==> src/rtl/reg_serial_pkg.sv <==
// Shared types and constants for the serial-in / parallel-out receiver.
//   rx_state_t      : receiver FSM state (IDLE, RECV)
//   NBITS_DATA_DEF  : default word width
//   cnt_width()     : bit-counter width able to hold 0..nbits
package reg_serial_pkg;

  typedef enum logic {
    IDLE = 1'b0,
    RECV = 1'b1
  } rx_state_t;

  localparam int unsigned NBITS_DATA_DEF = 4;

  function automatic int unsigned cnt_width(input int unsigned nbits);
    return $clog2(nbits + 1);
  endfunction

endpackage

==> src/rtl/shift_in_reg.sv <==
// Serial-in, right-shift register; new bits enter at the MSB so the first
// bit of a frame ends up in bit 0 after NBITS_DATA shifts.
//   clk, reset : clock, async active-high reset
//   clear      : zero the register and shift in serial_in (frame start)
//   shift_en   : shift serial_in in at the MSB
//   serial_in  : serial data bit
//   q          : register contents
module shift_in_reg
  import reg_serial_pkg::*;
#(
  parameter int unsigned NBITS_DATA = NBITS_DATA_DEF
) (
  input  logic                  clk,
  input  logic                  reset,
  input  logic                  clear,
  input  logic                  shift_en,
  input  logic                  serial_in,
  output logic [NBITS_DATA-1:0] q
);

  logic [NBITS_DATA-1:0] msb_bit;

  // serial_in positioned at the MSB; shift form also covers NBITS_DATA=1
  assign msb_bit = NBITS_DATA'(serial_in) << (NBITS_DATA - 1);

  always_ff @(posedge clk or posedge reset) begin
    if (reset) begin
      q <= '0;
    end else if (clear) begin
      q <= msb_bit;
    end else if (shift_en) begin
      q <= (q >> 1) | msb_bit;
    end
  end

endmodule

==> src/rtl/reg_serial_paralelo.sv <==
// Serial-in / parallel-out receiver with valid/ack output handshake.
// Collects NBITS_DATA bits LSB-first (sof marks bit 0), presents the word
// on data_out, and flags dropped words (overrun) and aborted frames
// (frame_err).
//   clk, reset : clock, async active-high reset
//   serial_in  : serial data, sampled when bit_en=1
//   bit_en     : bit strobe
//   sof        : start of frame, qualified by bit_en
//   data_ack   : consumer accepts data_out
//   data_out   : last completed word
//   data_valid : data_out holds an unacknowledged word
//   busy       : frame in progress
//   overrun    : sticky, a completed word was dropped
//   frame_err  : one-cycle pulse, frame aborted by a new sof
module reg_serial_paralelo
  import reg_serial_pkg::*;
#(
  parameter int unsigned NBITS_DATA = NBITS_DATA_DEF
) (
  input  logic                  clk,
  input  logic                  reset,
  input  logic                  serial_in,
  input  logic                  bit_en,
  input  logic                  sof,
  input  logic                  data_ack,
  output logic [NBITS_DATA-1:0] data_out,
  output logic                  data_valid,
  output logic                  busy,
  output logic                  overrun,
  output logic                  frame_err
);

  localparam int unsigned CW = cnt_width(NBITS_DATA);

  rx_state_t             state;
  logic [CW-1:0]         count;
  logic [CW-1:0]         next_count_c;
  logic [NBITS_DATA-1:0] shreg;
  logic [NBITS_DATA-1:0] word_c;
  logic                  accept_c;
  logic                  complete_c;

  // A bit is taken on any sof, or on any strobe while a frame is open
  assign accept_c     = bit_en && (sof || (state == RECV));
  assign next_count_c = sof ? CW'(1) : (count + CW'(1));
  assign complete_c   = accept_c && (next_count_c == CW'(NBITS_DATA));

  // Word as it will look after the current bit is shifted in
  assign word_c = (shreg >> 1) | (NBITS_DATA'(serial_in) << (NBITS_DATA - 1));

  shift_in_reg #(
    .NBITS_DATA(NBITS_DATA)
  ) u_shift (
    .clk      (clk),
    .reset    (reset),
    .clear    (bit_en && sof),
    .shift_en (accept_c),
    .serial_in(serial_in),
    .q        (shreg)
  );

  // Frame FSM, bit counter and output handshake
  always_ff @(posedge clk or posedge reset) begin
    if (reset) begin
      state      <= IDLE;
      count      <= '0;
      data_out   <= '0;
      data_valid <= 1'b0;
      busy       <= 1'b0;
      overrun    <= 1'b0;
      frame_err  <= 1'b0;
    end else begin
      frame_err <= 1'b0;

      if (accept_c) begin
        if (sof && (state == RECV)) begin
          frame_err <= 1'b1;
        end
        if (complete_c) begin
          state <= IDLE;
          busy  <= 1'b0;
          count <= '0;
        end else begin
          state <= RECV;
          busy  <= 1'b1;
          count <= next_count_c;
        end
      end

      // A completion competing with an unacked word drops the new word
      if (complete_c) begin
        if (!data_valid || data_ack) begin
          data_out   <= word_c;
          data_valid <= 1'b1;
        end else begin
          overrun <= 1'b1;
        end
      end else if (data_ack) begin
        data_valid <= 1'b0;
      end
    end
  end

endmodule

==> config.mk <==
export PLATFORM = sky130hd
export DESIGN_NAME = reg_serial_paralelo
export DESIGN_NICKNAME = d
export VERILOG_FILES = /design/src/rtl/reg_serial_pkg.sv /design/src/rtl/shift_in_reg.sv /design/src/rtl/reg_serial_paralelo.sv
export SDC_FILE = /design/constraint.sdc
export NUM_CORES = 1
export LEC_CHECK = 0
export ABC_AREA = 1
export CAP_MARGIN = 20
export CORE_UTILIZATION = 45
export CTS_BUF_LIST = sky130_fd_sc_hd__clkbuf_4 sky130_fd_sc_hd__clkbuf_8
export DETAILED_ROUTE_END_ITERATION = 12
export GPL_ROUTABILITY_DRIVEN = 0
export PLACE_DENSITY = 0.72
export SYNTH_ARGS = -nofsm -noshare
export SYNTH_HDL_FRONTEND = slang
export SYNTH_SLANG_ARGS = --single-unit
==> constraint.sdc <==
create_clock -name clk -period 2.08 [get_ports clk]
set_input_delay 0.416 -clock clk [delete_from_list [all_inputs] [get_ports clk]]
set_output_delay 0.416 -clock clk [all_outputs]
set_load 0.01 [all_outputs]
==> metrics.md, run 1 <==
| Metric | Value |
|---|---|
| Initial antenna violation count | 0 |
| Top Ports | 14 |
| Vias in the first global route | approximately 440 |
| Slowest stage cell, crit path | clkdlybuf4s50_1 |
| Max Cap Viol | 0 |
| PortBufs | 13 |
| Cells after Synth | between 60 and 70 |
| Vias/cell | approximately 4.9 |
| Reg-to-Reg Start | count[0] |
| Avg Cell Area, Syn | just over 10 sq um |
| Predominant post-synthesis flop cell | dfrtp_1 |
| CTS clock-pin slew for the worst setup and hold paths | approximately 0.080 ns |
| Clk sinks | 14 |
| Clock skew | 0.0002755 ns |
| CTS H-tree lvls | 1 |
| First-pass iteration count of the detailed router | 4 |
| Crit path launch | state |
| Static leakage | roughly 0.42 nW |
| Final hold slack | approximately 0.47 ns |
| Register Area | 350.3 sq um |
| Synth area leader | dfrtp_1 |
| Cell variety after synth | 18 |
| Die height | between 30 and 40 um |
| Final hold vios | 0 |
| Outcome | finished, final reports clean |
| Total grt overflow | 0 |
| DPL Wire Length | between 800 and 900 um |
| Ys Warns | 0 |
| Setup TNS | 0 ns |
| CP cell instances | clkdlybuf4s50_1 |
| Worst VDD drop | 0.5760 mV |
| CP Data Required Time | between 1.5 and 2 ns |
| CTS Buf Count | 3 |
| Area share of the largest cell type after synthesis | 0.5395 |
| Wire per inst | about 12 um |
| Area of the multi-input gates | between 200 and 300 sq um |
| Placement Rows | 13 |
| Mapped Nets | 70 |
| R2R Setup Slk | between 0.7 and 0.8 ns |
| Layout cells sized above 1 | 0.1772 |
| Final min period | roughly 1.7 ns |
| Max Fanout on Critical Path | 4 |
| DRT iter0 DRCs | 7 |
| Stages on worst setup path | 1 |
| FILL cells | between 100 and 150 |
| Worst path bufs/invs | 1 |
| Postcts setup bufs | 0 |
| Layout area overhead | 26.40% |
| Initial core utilization | 0.4929 |
| Worst-Skew Late Latency | 0.27 ns |
| Die X | between 30 and 40 um |
| Die ar. | roughly 1600 sq um |
| Relative slew margins | 0.6585 |
| Critical path class | flip-flop to output pin |
| TritonCTS clock tree | built |
| GRT Util Overall | 0.1798 |
| CTS-repair resized insts | 0 |
| Slew @ Worst Pin | between 0.5 and 0.6 ns |
| Pin count of the biggest net entering global routing | 15 |
| DRC viols | 0 |
| WP data arrival | between 1 and 1.5 ns |
| Crit path to | busy |
| ANT cells | 0 |
| First-pass GRT wire length | 1.814 mm |
| Hold Crit Class | input pin to asynchronous set/reset pin |
| Max Clk Rate | between 0.5 and 0.6 GHz |
| Path depth of the worst reg2reg path | 7 |
| Core footprint | ~1300 sq um |
| Worst setup EP type | output pin |
| Routed vias | between 400 and 500 |
| Sequential area share after synthesis | 0.5395 |
| Root buf cell | clkbuf_4 |
| Synth top area cells | dfrtp_1 54%, nand2_1 11%, nor2_8 6.2% |
| Routed WL | roughly 1.1 mm |
| Cell Area, Synth | between 600 and 700 sq um |
| Pwr Density | 912.0 nW/um^2 |
| Synthesized flop and latch total | 14 |
| Max incr delay on CP | 0.57 ns |
| Tcrit/Tclk final | 0.8086 |
| Post-synth EDFFs | 0 |
| Critical Path Source Type | flip-flop |
| Nets@finish | 88 |
| Post-DRT Antenna Nets | 0 |
| RSZ-0062 raised after global routing | false |
| Async SR Flop Fraction | 1.000 |
| Worst-case clock buffer depth | 2 |
| Cell family with most CP delay | buffers and inverters |
| Reg-to-reg endpoint | data_out[1] |
| Max Slew Vio Count | 0 |
| Setup-failing EPs final | 0 |
| Hold_buf cts | 0 |
## logic make-up after synthesis
group	share of synthesized area
AND/OR/NAND/NOR	0.3295
flip-flops	0.5395
AO/OA/AOI/OAI	0.05396
adder cells (fa/ha/maj)	0.01926
multiplexers	0.01734
buffers and inverters	0.04045
## through the flow
step	worst slack (ns)	total power, W	instances	util	instance area (sq um)
floorplan	0.7869	0.0005081	63	-	649.4
global placement	0.5260	0.0006088	91	0.6059	798.3
detailed placement	0.5152	0.0006139	91	0.6059	798.3
CTS	0.3800	0.0007618	94	0.6230	820.8
global route	0.3395	0.0008032	94	0.6230	820.8
finish	0.3982	0.0007486	94	0.6230	820.8
## how the worst min path moves through the flow
stage | start | end | slack (ns)
after floorplan | reset | count[0] | 0.31
after global placement | overrun | overrun | 0.46
after detailed placement | data_out[2] | data_out[2] | 0.47
after CTS | reset | count[2] | 0.49
after global routing | data_out[2] | data_out[2] | 0.50
final | reset | data_out[1] | 0.47
## per-layer routing
metal / track usage / wire, um / up-vias / share of wire
li1: - / - / 241 / -
met1: 0.2226 / 492 / 206 / 0.45
met2: 0.2661 / 546 / 8 / 0.50
met3: 0.05000 / 37 / 2 / 0.034
met4: 0.1293 / 15 / 0 / 0.014
met5: 0 / 0 / - / 0
## layout make-up
cell class	count	area share
Tap cell	15	0.02287
Inverter	7	0.03201
Timing Repair Buffer	13	0.1585
Clock buffer	3	0.02744
Multi-Input combinational cell	42	0.3323
Sequential cell	14	0.4268
## registers in the layout (all words and copies together), names as in the netlist
name,cells
frame_err,1
u_shift.q,3
state,1
data_out,4
count,3
data_valid,1
overrun,1
## cell usage in the layout, fill, tap and decap left out
cell             count
o22ai_1              1
nand2_1             19
dfrtp_1             14
nand2_2              2
ha_1                 1
nor2_1               1
clkdlybuf4s50_1     13
nor2_2               1
nand2_4              2
inv_2                1
o21a_1               1
nor2_8               2
nand3_1              3
o21bai_2             1
o21ai_1              2
mux2_2               1
clkbuf_4             3
inv_1                6
nand3_4              1
nand4_1              4
## synth_stat cells (2+ instances only)
master	count
inv_1	6
nor2_8	2
nand2_1	19
nand3_1	3
nand4_1	4
dfrtp_1	14
nand2_4	2
o21ai_1	2
nand2_2	2
## power breakdown
group | switching (W) | total (W) | internal [W]
clock | 0.0000783 | 0.000145 | 0.0000669
combinational | 0.000129 | 0.000248 | 0.000119
sequential | 0.0000311 | 0.000355 | 0.000324
total | 0.000239 | 0.000749 | 0.000510
(Power assumes the default switching activity.)
==> run 2: changes to the inputs <==
- PLACE_DENSITY: 0.72 -> 0.75
- clock period: 2.08 -> 1.5 ns (I/O delays scaled with it)
==> run 2 against run 1 <==
  * Count of clock-buffer cells in the layout grew 1
  * Routed wire length grew 3.5%
  * Global-route usage fell by 0.72 points
  * Total power is 46% higher
  * Critical path type unchanged
  * Die area did not move
  * Sequential share of layout area fell by 1.3 points
  * Flip-flop and latch count unchanged
  * Final cell count is 1.1% higher
  * Clock power increased by 86%
  * First-iteration DRC count rose by 71%
  * Register-to-register slack worse by 0.59 ns
  * Via count increased by 2.0%
==> metrics.md, run 2 (synthesis gave the netlist of run 1 again) <==
| Metric | Value |
|---|---|
| Critical path class | flip-flop to output pin |
| Final hold vios | 0 (unchanged) |
| Wire per inst | 11.89 um (+2.4%) |
| Worst-Skew Late Latency | 0.28 ns (about the same) |
| CTS Buf Count | 3 (unchanged) |
| Clk sinks | 14 (unchanged) |
| DRC viols | 0 (unchanged) |
| Final min period | 1.449 ns |
| Die height | 39.99 um (unchanged) |
| Logic gate share of total power | 0.302 (-0.030) |
| DPL Wire Length | 834.2 um (-4.3%) |
| Pin count of the biggest net entering global routing | 15 (unchanged) |
| R2R Setup Slk | 0.12 ns (-0.59 ns) |
| Placed Cells incl. Taps | 91 (unchanged) |
| Max Clk Rate | ~0.69 GHz |
| Placement Rows | 13 (unchanged) |
| Setup-failing EPs final | 0 (unchanged) |
| Die X | 39.99 um (unchanged) |
| WP data arrival | 1.15 ns (-0.12 ns) |
| Psw | 0.0003413 W (+43%) |
| Hold_buf cts | 0 (unchanged) |
| Clock share of power | 0.247 (+0.053) |
| Vias in the first global route | 394 (-9.6%) |
| Tcrit/Tclk final | 0.9661 |
| Routed WL | 1.130 mm (+3.5%) |
| Slowest stage cell, crit path | clkdlybuf4s50_1 |
| Initial core utilization | 0.4929 (unchanged) |
| ANT cells | 0 (unchanged) |
| Internal power | 0.0007490 W (+47%) |
| Root buf cell | clkbuf_4 |
| Critical Path Source Type | flip-flop |
| Routed vias | 466 (+2.0%) |
| Die ar. | 1599 sq um (unchanged) |
| Pwr Density | 1289 nW/um^2 (+41%) |
| Worst path bufs/invs | 1 (unchanged) |
| Core footprint | 1318 sq um (unchanged) |
| Layout cells sized above 1 | 0.1875 (+0.01028) |
| First-pass iteration count of the detailed router | 4 (unchanged) |
| Most frequent cells in the layout | 19 x nand2_1, 14 x dfrtp_1, 7 x clkdlybuf4s50_1 |
| Top Ports | 14 (unchanged) |
| Max Cap Viol | 0 (unchanged) |
| Switching share of total power | 0.3130 (-0.005810) |
| Static leakage | 0.5111 nW (+20%) |
| DRT iter0 DRCs | 12 (+5) |
| Clock skew | 0.0005727 ns (+0.0002972 ns) |
| CP Data Required Time | 1.20 ns (-0.46 ns) |
| Post-Layout Cell Count | 95 (+1.1%) |
| RSZ-0062 raised after global routing | false |
| Regs by FF count | data_out (4), count (3), u_shift.q (3) |
| Setup TNS | 0 ns (unchanged) |
| TritonCTS clock tree | built |
| Worst setup EP type | output pin |
| PortBufs | 13 (unchanged) |
| CTS clock-pin slew for the worst setup and hold paths | 0.08 ns (about the same) |
| GRT Util Overall | 0.1726 (-0.007212) |
| Worst-case clock buffer depth | 2 (unchanged) |
| Max Fanout on Critical Path | 2 (-2) |
| Vias/cell | 4.905 (+0.90%) |
| Nets@finish | 88 (unchanged) |
| Relative slew margins | 0.6438 (-0.01468) |
| Placed standard-cell area | 798.3 sq um (unchanged) |
| Final instance area | 845.8 sq um (+3.0%) |
| Leading cell type in the layout, fill and taps excluded | nand2_1 |
| Post-DRT Antenna Nets | 0 (unchanged) |
| Outcome | finished, final reports clean |
| Worst VDD drop | 0.6831 mV (+19%) |
| CP cell instances | clkdlybuf4s50_1 |
| Hold Crit Class | input pin to asynchronous set/reset pin |
| CTS H-tree lvls | 1 (unchanged) |
| Max Slew Vio Count | 0 (unchanged) |
| Largest register FFs | 4 (unchanged) |
| Largest reg by FF count | data_out |
| Cell family with most CP delay | buffers and inverters |
| First-pass GRT wire length | 1.718 mm (-5.3%) |
| Total grt overflow | 0 (unchanged) |
| Layout area overhead | 30.25% |
| Slew @ Worst Pin | 0.5337 ns (+0.02200 ns) |
| Max incr delay on CP | 0.53 ns (-0.04 ns) |
| Initial antenna violation count | 0 (unchanged) |
| Seq pwr share | 0.451 (-0.023) |
==> run 2: power by group through the flow <==
| stage | Clock, W | Sequential [W] | Combinational (W) |
|---|---|---|---|
| finish | 0.000270 | 0.000492 | 0.000329 |
| global route | 0.000298 | 0.000500 | 0.000369 |
| CTS | 0.000278 | 0.000495 | 0.000344 |
| detailed placement | 0 | 0.000503 | 0.000343 |
| global placement | 0 | 0.000500 | 0.000342 |
| floorplan | 0 | 0.000519 | 0.000186 |
==> run 2: area by class of cell <==
class	instances	area (sq um)
clock buffers	4	36.28
fillers	98	471.7
inverters	7	26.28
multi-input cells	42	272.8
flip-flops and latches	14	350.3
well taps	15	18.77
repair buffers	13	141.4
==> run 2: per-layer routing <==
layer,vias up,share of wire,track usage,wire length (um)
met5,-,0,0,0
li1,239,-,-,-
met2,8,0.47,0.2258,528
met1,217,0.49,0.2482,551
met4,0,0.0088,0.1034,10
met3,2,0.034,0.05000,38
==> run 2: what timing repair did <==
action	4_1_cts	5_1_grt
setup buffers	0	0
resized for setup	1	5
endpoints found under the hold margin	0	0
setup endpoints to repair	1	5
pin swaps	0	0
==> run 2: path summary, 6_finish.rpt <==
| check | depth (start not counted) | end | from |
|---|---|---|---|
| min | 2 | count[1] | reset |
| max | 1 | overrun | overrun |
| min reg2reg | 2 | data_out[0] | data_out[0] |
| max in group asynchronous | 2 | u_shift.q[3] | reset |
| max reg2reg | 7 | data_out[2] | count[0] |
| min in group clk | 2 | data_out[0] | data_out[0] |
==> run 2: worst reg2reg max path, cell delays in order (launching register included) <==
cell and delay (ns):
dfrtp_1 0.41, ha_1 0.32, inv_1 0.06, nand2_1 0.11, nor2_8 0.17, nand3_4 0.10
nand2_1 0.07, nand2_1 0.04
==> run 2: through the flow <==
stage / setup slack, ns / power, W / utilization / hold slack [ns]
2_1_floorplan: 0.2069 / 0.0007046 / - / 0.1892
3_3_place_gp: 0.05006 / 0.0008424 / 0.6059 / 0.4604
3_5_place_dp: 0.04598 / 0.0008463 / 0.6059 / 0.4638
4_1_cts: 0.01760 / 0.001117 / 0.6325 / 0.3628
5_1_grt: 0.006026 / 0.001167 / 0.6420 / 0.4088
6_report: 0.05091 / 0.001090 / 0.6420 / 0.3492
==> run 3: changes to the inputs <==
- ABC_AREA: 1 -> not set
==> run 3 against run 2 <==
  * Total power up 59%
  * The run now ends with setup timing left
  * Core utilization grew 12 points
  * First-iteration DRC count is 83% lower
  * Flip-flop and latch count unchanged
  * Routed wire length increased by 22%
  * Sequential power is 24% higher
  * Synthesized cell count down 22%
  * Synthesized area is 2.7% lower
  * Global-route usage up 3.6 points
  * Largest cell class unchanged
  * Clock power is 3% higher
  * Highest routed layer unchanged
  * Via count is 8.4% higher
  * Fmax down 9.8%
==> metrics.md, run 3 <==
| Metric | Value |
|---|---|
| Outcome | finished, violations left |
| Failing checks | setup timing |
| Cell variety after synth | 25 (+7) |
| Routed vias | 505 (+8.4%) |
| RSZ-0062 raised after global routing | true |
| CTS H-tree lvls | 1 (unchanged) |
| Placement Rows | 13 (unchanged) |
| ANT cells | 0 (unchanged) |
| Core Util, Final | 0.7635 (+0.1215) |
| WP data arrival | 1.78 ns (+0.63 ns) |
| Regs by FF count | data_out (4), count (3), u_shift.q (3) |
| DP Worst Slack | -0.3089 ns (-0.3549 ns) |
| Sequential area share after synthesis | 0.5545 (+0.01496) |
| Setup-failing EPs final | 7 (+7) |
| Die ar. | 1558 sq um (-2.6%) |
| Final WS setup | -0.1064 ns (-0.1573 ns) |
| Most frequent cells in the layout | 13 x dfrtp_1, 13 x buf_4, 6 x clkdlybuf4s50_1, 6 x dlymetal6s2s_1, 4 x mux2_4 |
| DRT iter0 DRCs | 2 (-10) |
| GRT Util Overall | 0.2086 (+0.03606) |
| Core footprint | 1301 sq um (-1.2%) |
| Area share of the largest cell type after synthesis | 0.5545 (+0.01496) |
| Reg-to-reg endpoint | data_out[2] |
| Max Fanout on Critical Path | 4 (+2) |
| PortBufs | 13 (unchanged) |
| Die X | 39.47 um (-1.3%) |
| Async SR Flop Fraction | 1.000 (unchanged) |
| FILL cells | 79 (-19%) |
| DRC viols | 0 (unchanged) |
| Pwr Density | 1742 nW/um^2 (+35%) |
| Final hold slack | 0.3479 ns (-0.001221 ns) |
| Slew @ Worst Pin | 0.5154 ns (-0.01831 ns) |
| TritonCTS clock tree | built |
| Static leakage | 0.5308 nW (+3.9%) |
| Root buf cell | clkbuf_4 |
| Initial core utilization | 0.4856 (-0.007301) |
| Vias in the first global route | 470 (+19%) |
| CP Data Required Time | 1.68 ns (+0.48 ns) |
| Synth area leader | dfrtp_1 |
| Nets@finish | 87 (-1.1%) |
| Routed WL | 1.379 mm (+22%) |
| Cells after Synth | 49 (-22%) |
| Path depth of the worst reg2reg path | 5 (-2) |
| Cell Area, Synth | 631.9 sq um (-2.7%) |
| Crit path launch | count[1] |
| Layout area overhead | 57.23% |
| Layout cells sized above 1 | 0.4051 (+0.2176) |
| First-pass iteration count of the detailed router | 2 (-2) |
| Die height | 39.47 um (-1.3%) |
| Wire per inst | 14.67 um (+23%) |
| Setup TNS | -0.4718 ns (-0.4718 ns) |
| Reg-to-Reg Start | count[1] |
| Max Cap Viol | 0 (unchanged) |
| Final min period | 1.606 ns (+0.1573 ns) |
| Critical Path Source Type | flip-flop |
| Post-synth top cells | 14 x dfrtp_1, 5 x mux2_2, 3 x inv_1, 3 x nor2_1 |
| Post-DRT Antenna Nets | 0 (unchanged) |
| First-pass GRT wire length | 2.063 mm (+20%) |
| Synthesized flop and latch total | 14 (unchanged) |
| Worst-Skew Late Latency | 0.29 ns (about the same) |
| Total grt overflow | 0 (unchanged) |
| Avg Cell Area, Syn | 12.90 sq um (+25%) |
| Max Slew Vio Count | 0 (unchanged) |
| Hold Crit Class | input pin to asynchronous set/reset pin |
| DPL Wire Length | 909.6 um (+9.0%) |
| Worst setup EP type | flip-flop |
| Vias/cell | 5.372 (+9.5%) |
| Worst-case clock buffer depth | 2 (unchanged) |
| Largest reg by FF count | data_out |
| Max Clk Rate | 0.6225 GHz (-9.8%) |
| Top Ports | 14 (unchanged) |
| Largest register FFs | 4 (unchanged) |
| Final hold vios | 0 (unchanged) |
| Predominant post-synthesis flop cell | dfrtp_1 |
| Synth top area cells | dfrtp_1 55%, mux2_2 8.9%, nand4b_4 3.8% |
| R2R Setup Slk | -0.11 ns (-0.23 ns) |
| Relative slew margins | 0.6560 (+0.01222) |
| Mapped Nets | 56 (-20%) |
| Post-synth EDFFs | 0 (unchanged) |
| Ys Warns | 0 (unchanged) |
| Tcrit/Tclk final | 1.071 (+0.1049) |
| CTS clock-pin slew for the worst setup and hold paths | 0.09 ns (about the same) |
| CTS Buf Count | 3 (unchanged) |
| Initial antenna violation count | 0 (unchanged) |
| Critical path class | flip-flop to flip-flop |
| Most common cell in the netlist | dfrtp_1 |
| Pin count of the biggest net entering global routing | 15 (unchanged) |
| Clock skew | 0.001037 ns (+0.0004643 ns) |
| Clk sinks | 14 (unchanged) |
| Worst VDD drop | 0.9859 mV (+44%) |
run 3: power breakdown:
group	internal (W)	switching, W	leakage [nW]
clock	0.000148	0.000131	0.0210
sequential	0.000506	0.000103	0.177
combinational	0.000513	0.000330	0.333
run 3: area by class of cell:
class | instances | area (sq um) | area share
repair buffers | 27 | 252.7 | 0.2544
multi-input cells | 31 | 322.8 | 0.3249
flip-flops and latches | 14 | 351.6 | 0.3539
clock buffers | 4 | 36.28 | 0.03652
well taps | 15 | 18.77 | 0.01889
inverters | 3 | 11.26 | 0.01134
run 3: metrics by stage:
stage                     power (W)  area (sq um)  std cells
after detailed placement   0.001273         858.3         87
after global placement     0.001247         858.3         87
final                      0.001731         993.5         94
after CTS                  0.001634         932.1         93
after floorplan           0.0009501         631.9         49
after global routing       0.001832         993.5         94
run 3: cells by family (layout without fill, tap and decap cells):
group,Yosys count,in the layout,share of synthesized area
muxes,5,5,0.08910
DFF,14,14,0.5545
xor gates and xnor gates,1,1,0.01386
AOI/OAI and AO/OA,11,11,0.1248
and+or+nand+nor,13,13,0.1723
adders and majority gates,1,1,0.01980
buffers and inverters,4,34,0.02573
run 3: worst max-delay path by stage:
| stage | endpoint | cells after the start |
|---|---|---|
| after floorplan | data_out[3] | 4 |
| after global placement | data_out[3] | 4 |
| after detailed placement | data_out[1] | 4 |
| after CTS | data_out[1] | 4 |
| after global routing | data_out[2] | 5 |
| final | data_out[2] | 5 |
run 3: critical path: stages (launching register included):
cell	delay (ns)
dfrtp_1	0.42
ha_4	0.25
nand4b_4	0.18
nor4_4	0.15
buf_4	0.19
mux2_4	0.30
run 3: what timing repair did:
action | CTS | global route
gates resized for setup | 6 | 13
hold buffers | 0 | 0
pin swaps | 2 | 3
buffers inserted | 3 | 1
endpoints found under the setup margin | 8 | 14
run 3: layer usage:
metal  vias to the layer above  track usage  share of wire  wire (um)
met3                         3      0.05114          0.030         41
met1                       252       0.2482           0.47        645
met4                         0       0.1034          0.017         23
li1                        240            -              -          -
met2                        10       0.3443           0.49        669
met5                         -            0              0          0
==> RTL edit 1 (flow settings as in run 1) <==
Reset style: synchronous (`reset`), changed in 2 clocked blocks. Comments in the files are not updated.
--- a/src/rtl/shift_in_reg.sv
+++ b/src/rtl/shift_in_reg.sv
@@ -24,5 +24,5 @@
   assign msb_bit = NBITS_DATA'(serial_in) << (NBITS_DATA - 1);
 
-  always_ff @(posedge clk or posedge reset) begin
+  always_ff @(posedge clk) begin
     if (reset) begin
       q <= '0;
--- a/src/rtl/reg_serial_paralelo.sv
+++ b/src/rtl/reg_serial_paralelo.sv
@@ -61,5 +61,5 @@
 
   // Frame FSM, bit counter and output handshake
-  always_ff @(posedge clk or posedge reset) begin
+  always_ff @(posedge clk) begin
     if (reset) begin
       state      <= IDLE;
Formal check against the unedited RTL: differs if reset is asserted again (counterexample within 4 cycles, from zero or initial values and one cycle with reset high); with reset held inactive, the same outputs for 10 cycles.
==> RTL edit 1 against run 1 <==
- register-to-register slack worse by 0.08 ns
- final area is 2.1% lower
- routed wire length is 8.6% higher
- area after synthesis is 1.9% lower
- utilization is 0.57 points lower
- cell count is 19% higher
- largest cell class is now multi-input combinational cells
- sequential cell count stayed put
- clock skew is 0.0020 ns higher
- count of clock-buffer cells in the layout stayed put
- setup slack better by 0.055 ns
- highest routed layer unchanged
- synthesized cell count is 30% higher
Power is not compared: it rests on default switching activity, and its combinational part moved more than twofold at a synthesized area within 25%.
==> RTL edit 1: results (changes against run 1) <==
[metrics] status: completed
[metrics] final wirelength: 1190 um (+8.6%)
[metrics] maximum number of pins on one net before global-route repair: 12 (-3)
[metrics] number of different library cells in the post-synthesis netlist: 19 (+1)
[metrics] area after detailed placement: 781 um^2 (-2.2%)
[metrics] sequential area share after synthesis: 44.0% (-9.9 points)
[metrics] ranking of synthesized cells by area: dfxtp_1 (44%), inv_1 (9.4%), nand2_1 (8.8%)
[metrics] class of the tightest hold or removal check: reg -> reg
[metrics] post-DR wirelength/cell: 10.6 um (-8.8%)
[metrics] number of violations reported at the end of detailed-routing iteration 0: 8 (+1)
[metrics] first-pass GRT wire length: 1970 um (+8.8%)
[metrics] number of antenna violations at the first check in global routing: 0 (unchanged)
[metrics] compound-gate portion of the synthesized area: 12.4% (+7.0 points)
[metrics] detailed-routing wirelength on met1: 549 um (+12%)
[metrics] Post-synth top cells: inv_1 (16), nand2_1 (15), dfxtp_1 (14)
[metrics] Crit path arrival time: 1.21 ns (-0.06 ns)
[metrics] share of layout cells above drive strength 1: 10.3% (-7.4 points)
[metrics] Post-Synth XOR/XNOR Area: 0% (unchanged)
[metrics] worst hold slack: 0.453 ns (-0.0166 ns)
[metrics] end of the worst register-to-register path: data_out[0]
[metrics] share of flip-flops with an asynchronous set or reset: 0% (-100 points)
[metrics] met3 demand-to-capacity share in global routing: 3.41% (-1.6 points)
[metrics] GR Util met2: 30.3% (+3.7 points)
[metrics] mux cell area share after synthesis: 0% (-1.7 points)
[metrics] post-synthesis net count: 89 (+27%)
[metrics] reg-to-reg slack, setup: 0.63 ns (-0.08 ns)
[metrics] combined global-route utilization of all metal layers: 19.4% (+1.4 points)
[metrics] Slew HR: 79.5% (+14 points)
[metrics] post-detailed-route via-to-cell ratio: 5.10 (+4.9%)
[metrics] Detail Route met2 WL: 562 um (+2.9%)
[metrics] estimated wirelength of the detail-placed design: 935 um (+7.2%)
[metrics] clk_skew: 0.00229 ns (+0.00202 ns)
[metrics] count of TritonRoute iterations in the first routing pass: 4 (unchanged)
[metrics] mean instance size in the synthesized netlist: 7.77 um^2 (-25%)
[metrics] DP Worst Slack: 0.381 ns (-0.134 ns)
[metrics] Reg2Reg Launch Point: count[0]
[metrics] R2R depth: 8 (+1)
[metrics] met3 WL post-DR: 41 um (+11%)
## RTL edit 1: kinds of logic after synthesis
family,count (synthesis)
simple gates,35
compound gates,14
buf+inv,18
fa+ha+maj,1
flops,14
## RTL edit 1: where the power goes
part | total [mW] | internal, mW | switching (mW)
clock network | 0.151 | 0.0672 | 0.0836
registers | 0.285 | 0.278 | 0.00688
logic | 0.0625 | 0.0261 | 0.0364
## RTL edit 1: how the worst max path moves through the flow
stage          cells past startpoint           to  slack (ns)  startpoint
2_1_floorplan                      8  data_out[0]        0.76    count[0]
3_3_place_gp                       8  data_out[2]        0.43         sof
3_5_place_dp                       8  data_out[0]        0.38         sof
4_1_cts                            1         busy        0.46       state
5_1_grt                            1         busy        0.42       state
6_report                           1         busy        0.45       state
## RTL edit 1: final cells by class
cell class,count,area [um^2]
fill,136,498
multi-input combinational,50,287
sequential,14,280
timing repair buffer,13,130
inverter,17,65.1
clock buffer,3,22.5
tap,15,18.8
==> RTL edit 2 (config.mk and constraints of run 1) <==
Without the edit above. `NBITS_DATA_DEF`: 4 -> 6.
--- a/src/rtl/reg_serial_pkg.sv
+++ b/src/rtl/reg_serial_pkg.sv
@@ -10,5 +10,5 @@
   } rx_state_t;
 
-  localparam int unsigned NBITS_DATA_DEF = 4;
+  localparam int unsigned NBITS_DATA_DEF = 6;
 
   function automatic int unsigned cnt_width(input int unsigned nbits);
Ports: changed (resized data_out); port bits go from 14 to 16. The function was not compared with the original's and may differ.
==> RTL edit 2 against run 1 <==
- routed wire length rose by 24%
- sequential cell count up 4
- first-iteration DRC count rose by 140%
- sequential share of layout area grew 0.90 points
- utilization decreased by 1.8 points
- area after synthesis is 26% higher
- final area increased by 26%
- setup slack got worse by 0.061 ns
- total power is 7.0% higher
- sequential power increased by 16%
==> RTL edit 2: results (changes against run 1) <==
[metrics] status: completed
[metrics] Final Instance Area: 1030 um^2 (+26%)
[metrics] Detail Route met2 WL: 631 um (+16%)
[metrics] number of violations reported at the end of detailed-routing iteration 0: 17 (+10)
[metrics] met3 WL post-DR: 44 um (+19%)
[metrics] class of the tightest hold or removal check: reg -> reg
[metrics] Crit path arrival time: 1.33 ns (+0.06 ns)
[metrics] number of global-route vias before repair: 576 (+32%)
[metrics] R2R depth: 6 (-1)
[metrics] share of layout cells above drive strength 1: 15.3% (-2.4 points)
[metrics] detailed-routing wirelength on met1: 641 um (+30%)
[metrics] Post-synth top cells: nand2_1 (21), dfrtp_1 (18), inv_1 (8)
[metrics] post-CTS setup buffer count: 0 (unchanged)
[metrics] estimated wirelength of the detail-placed design: 1020 um (+16%)
[metrics] FILL cells: 140 (+20%)
[metrics] combined global-route utilization of all metal layers: 16.3% (-1.6 points)
[metrics] DP Worst Slack: 0.355 ns (-0.160 ns)
[metrics] compound-gate portion of the synthesized area: 9.05% (+3.7 points)
[metrics] reg-to-reg slack, setup: 0.64 ns (-0.07 ns)
[metrics] adder-cell area share of the yosys netlist: 1.53% (-0.39 points)
[metrics] sequential area share after synthesis: 55.2% (+1.3 points)
[metrics] count of state elements after synthesis: 18 (+4)
[metrics] maximum number of pins on one net before global-route repair: 19 (+4)
[metrics] nets@finish: 106 (+20%)
[metrics] Skew-Pair Late Insertion Delay: 0.29 ns (+0.02 ns)
[metrics] GR Util met2: 27.1% (+0.45 points)
[metrics] slew of the pin with the lowest slew margin: 0.671 ns (+0.159 ns)
[metrics] post-layout minimum cycle time: 1.74 ns (+0.0606 ns)
[metrics] ranking of synthesized cells by area: dfrtp_1 (55%), nand2_1 (9.7%), nor2_8 (4.9%)
[metrics] Port Buffer Count: 15 (+2)
[metrics] mux cell area share after synthesis: 0% (-1.7 points)
[metrics] met3 demand-to-capacity share in global routing: 2.45% (-2.6 points)
[metrics] routed vias: 599 (+31%)
[metrics] post-DR wirelength/cell: 11.0 um (-5.5%)
[metrics] worst supply voltage drop on vdd: 0.433 mV (-25%)
[metrics] largest fanout on the critical path: 5 (+1)
## RTL edit 2: cell types whose count changed in the layout (fill, tap and decap cells not counted), moves of 2 or more
cell             change
nand2_1              +2
o21ai_0              +2
inv_1                +2
nor2_1               +2
o22ai_1              +2
nand4_1              +2
clkdlybuf4s50_1      +2
dfrtp_1              +4
## RTL edit 2: power breakdown
part	total [mW]	leakage, nW	internal, mW	switching (mW)
clock network	0.213	0.0210	0.107	0.106
logic	0.177	0.264	0.0825	0.0950
registers	0.411	0.237	0.387	0.0240
## RTL edit 2: layout make-up
type | count | share of cell area (%)
Tap cell | 25 | 3.03
Sequential cell | 18 | 43.6
Timing Repair Buffer | 15 | 14.5
Multi-Input combinational cell | 51 | 31.7
Clock buffer | 4 | 3.51
Inverter | 10 | 3.63
## RTL edit 2: stage by stage
stage               total power, mW  hold WS, ns
finish                        0.801        0.477
floorplan                     0.524        0.355
global route                  0.843        0.498
detailed placement            0.597        0.463
CTS                           0.810        0.488
global placement              0.594        0.458
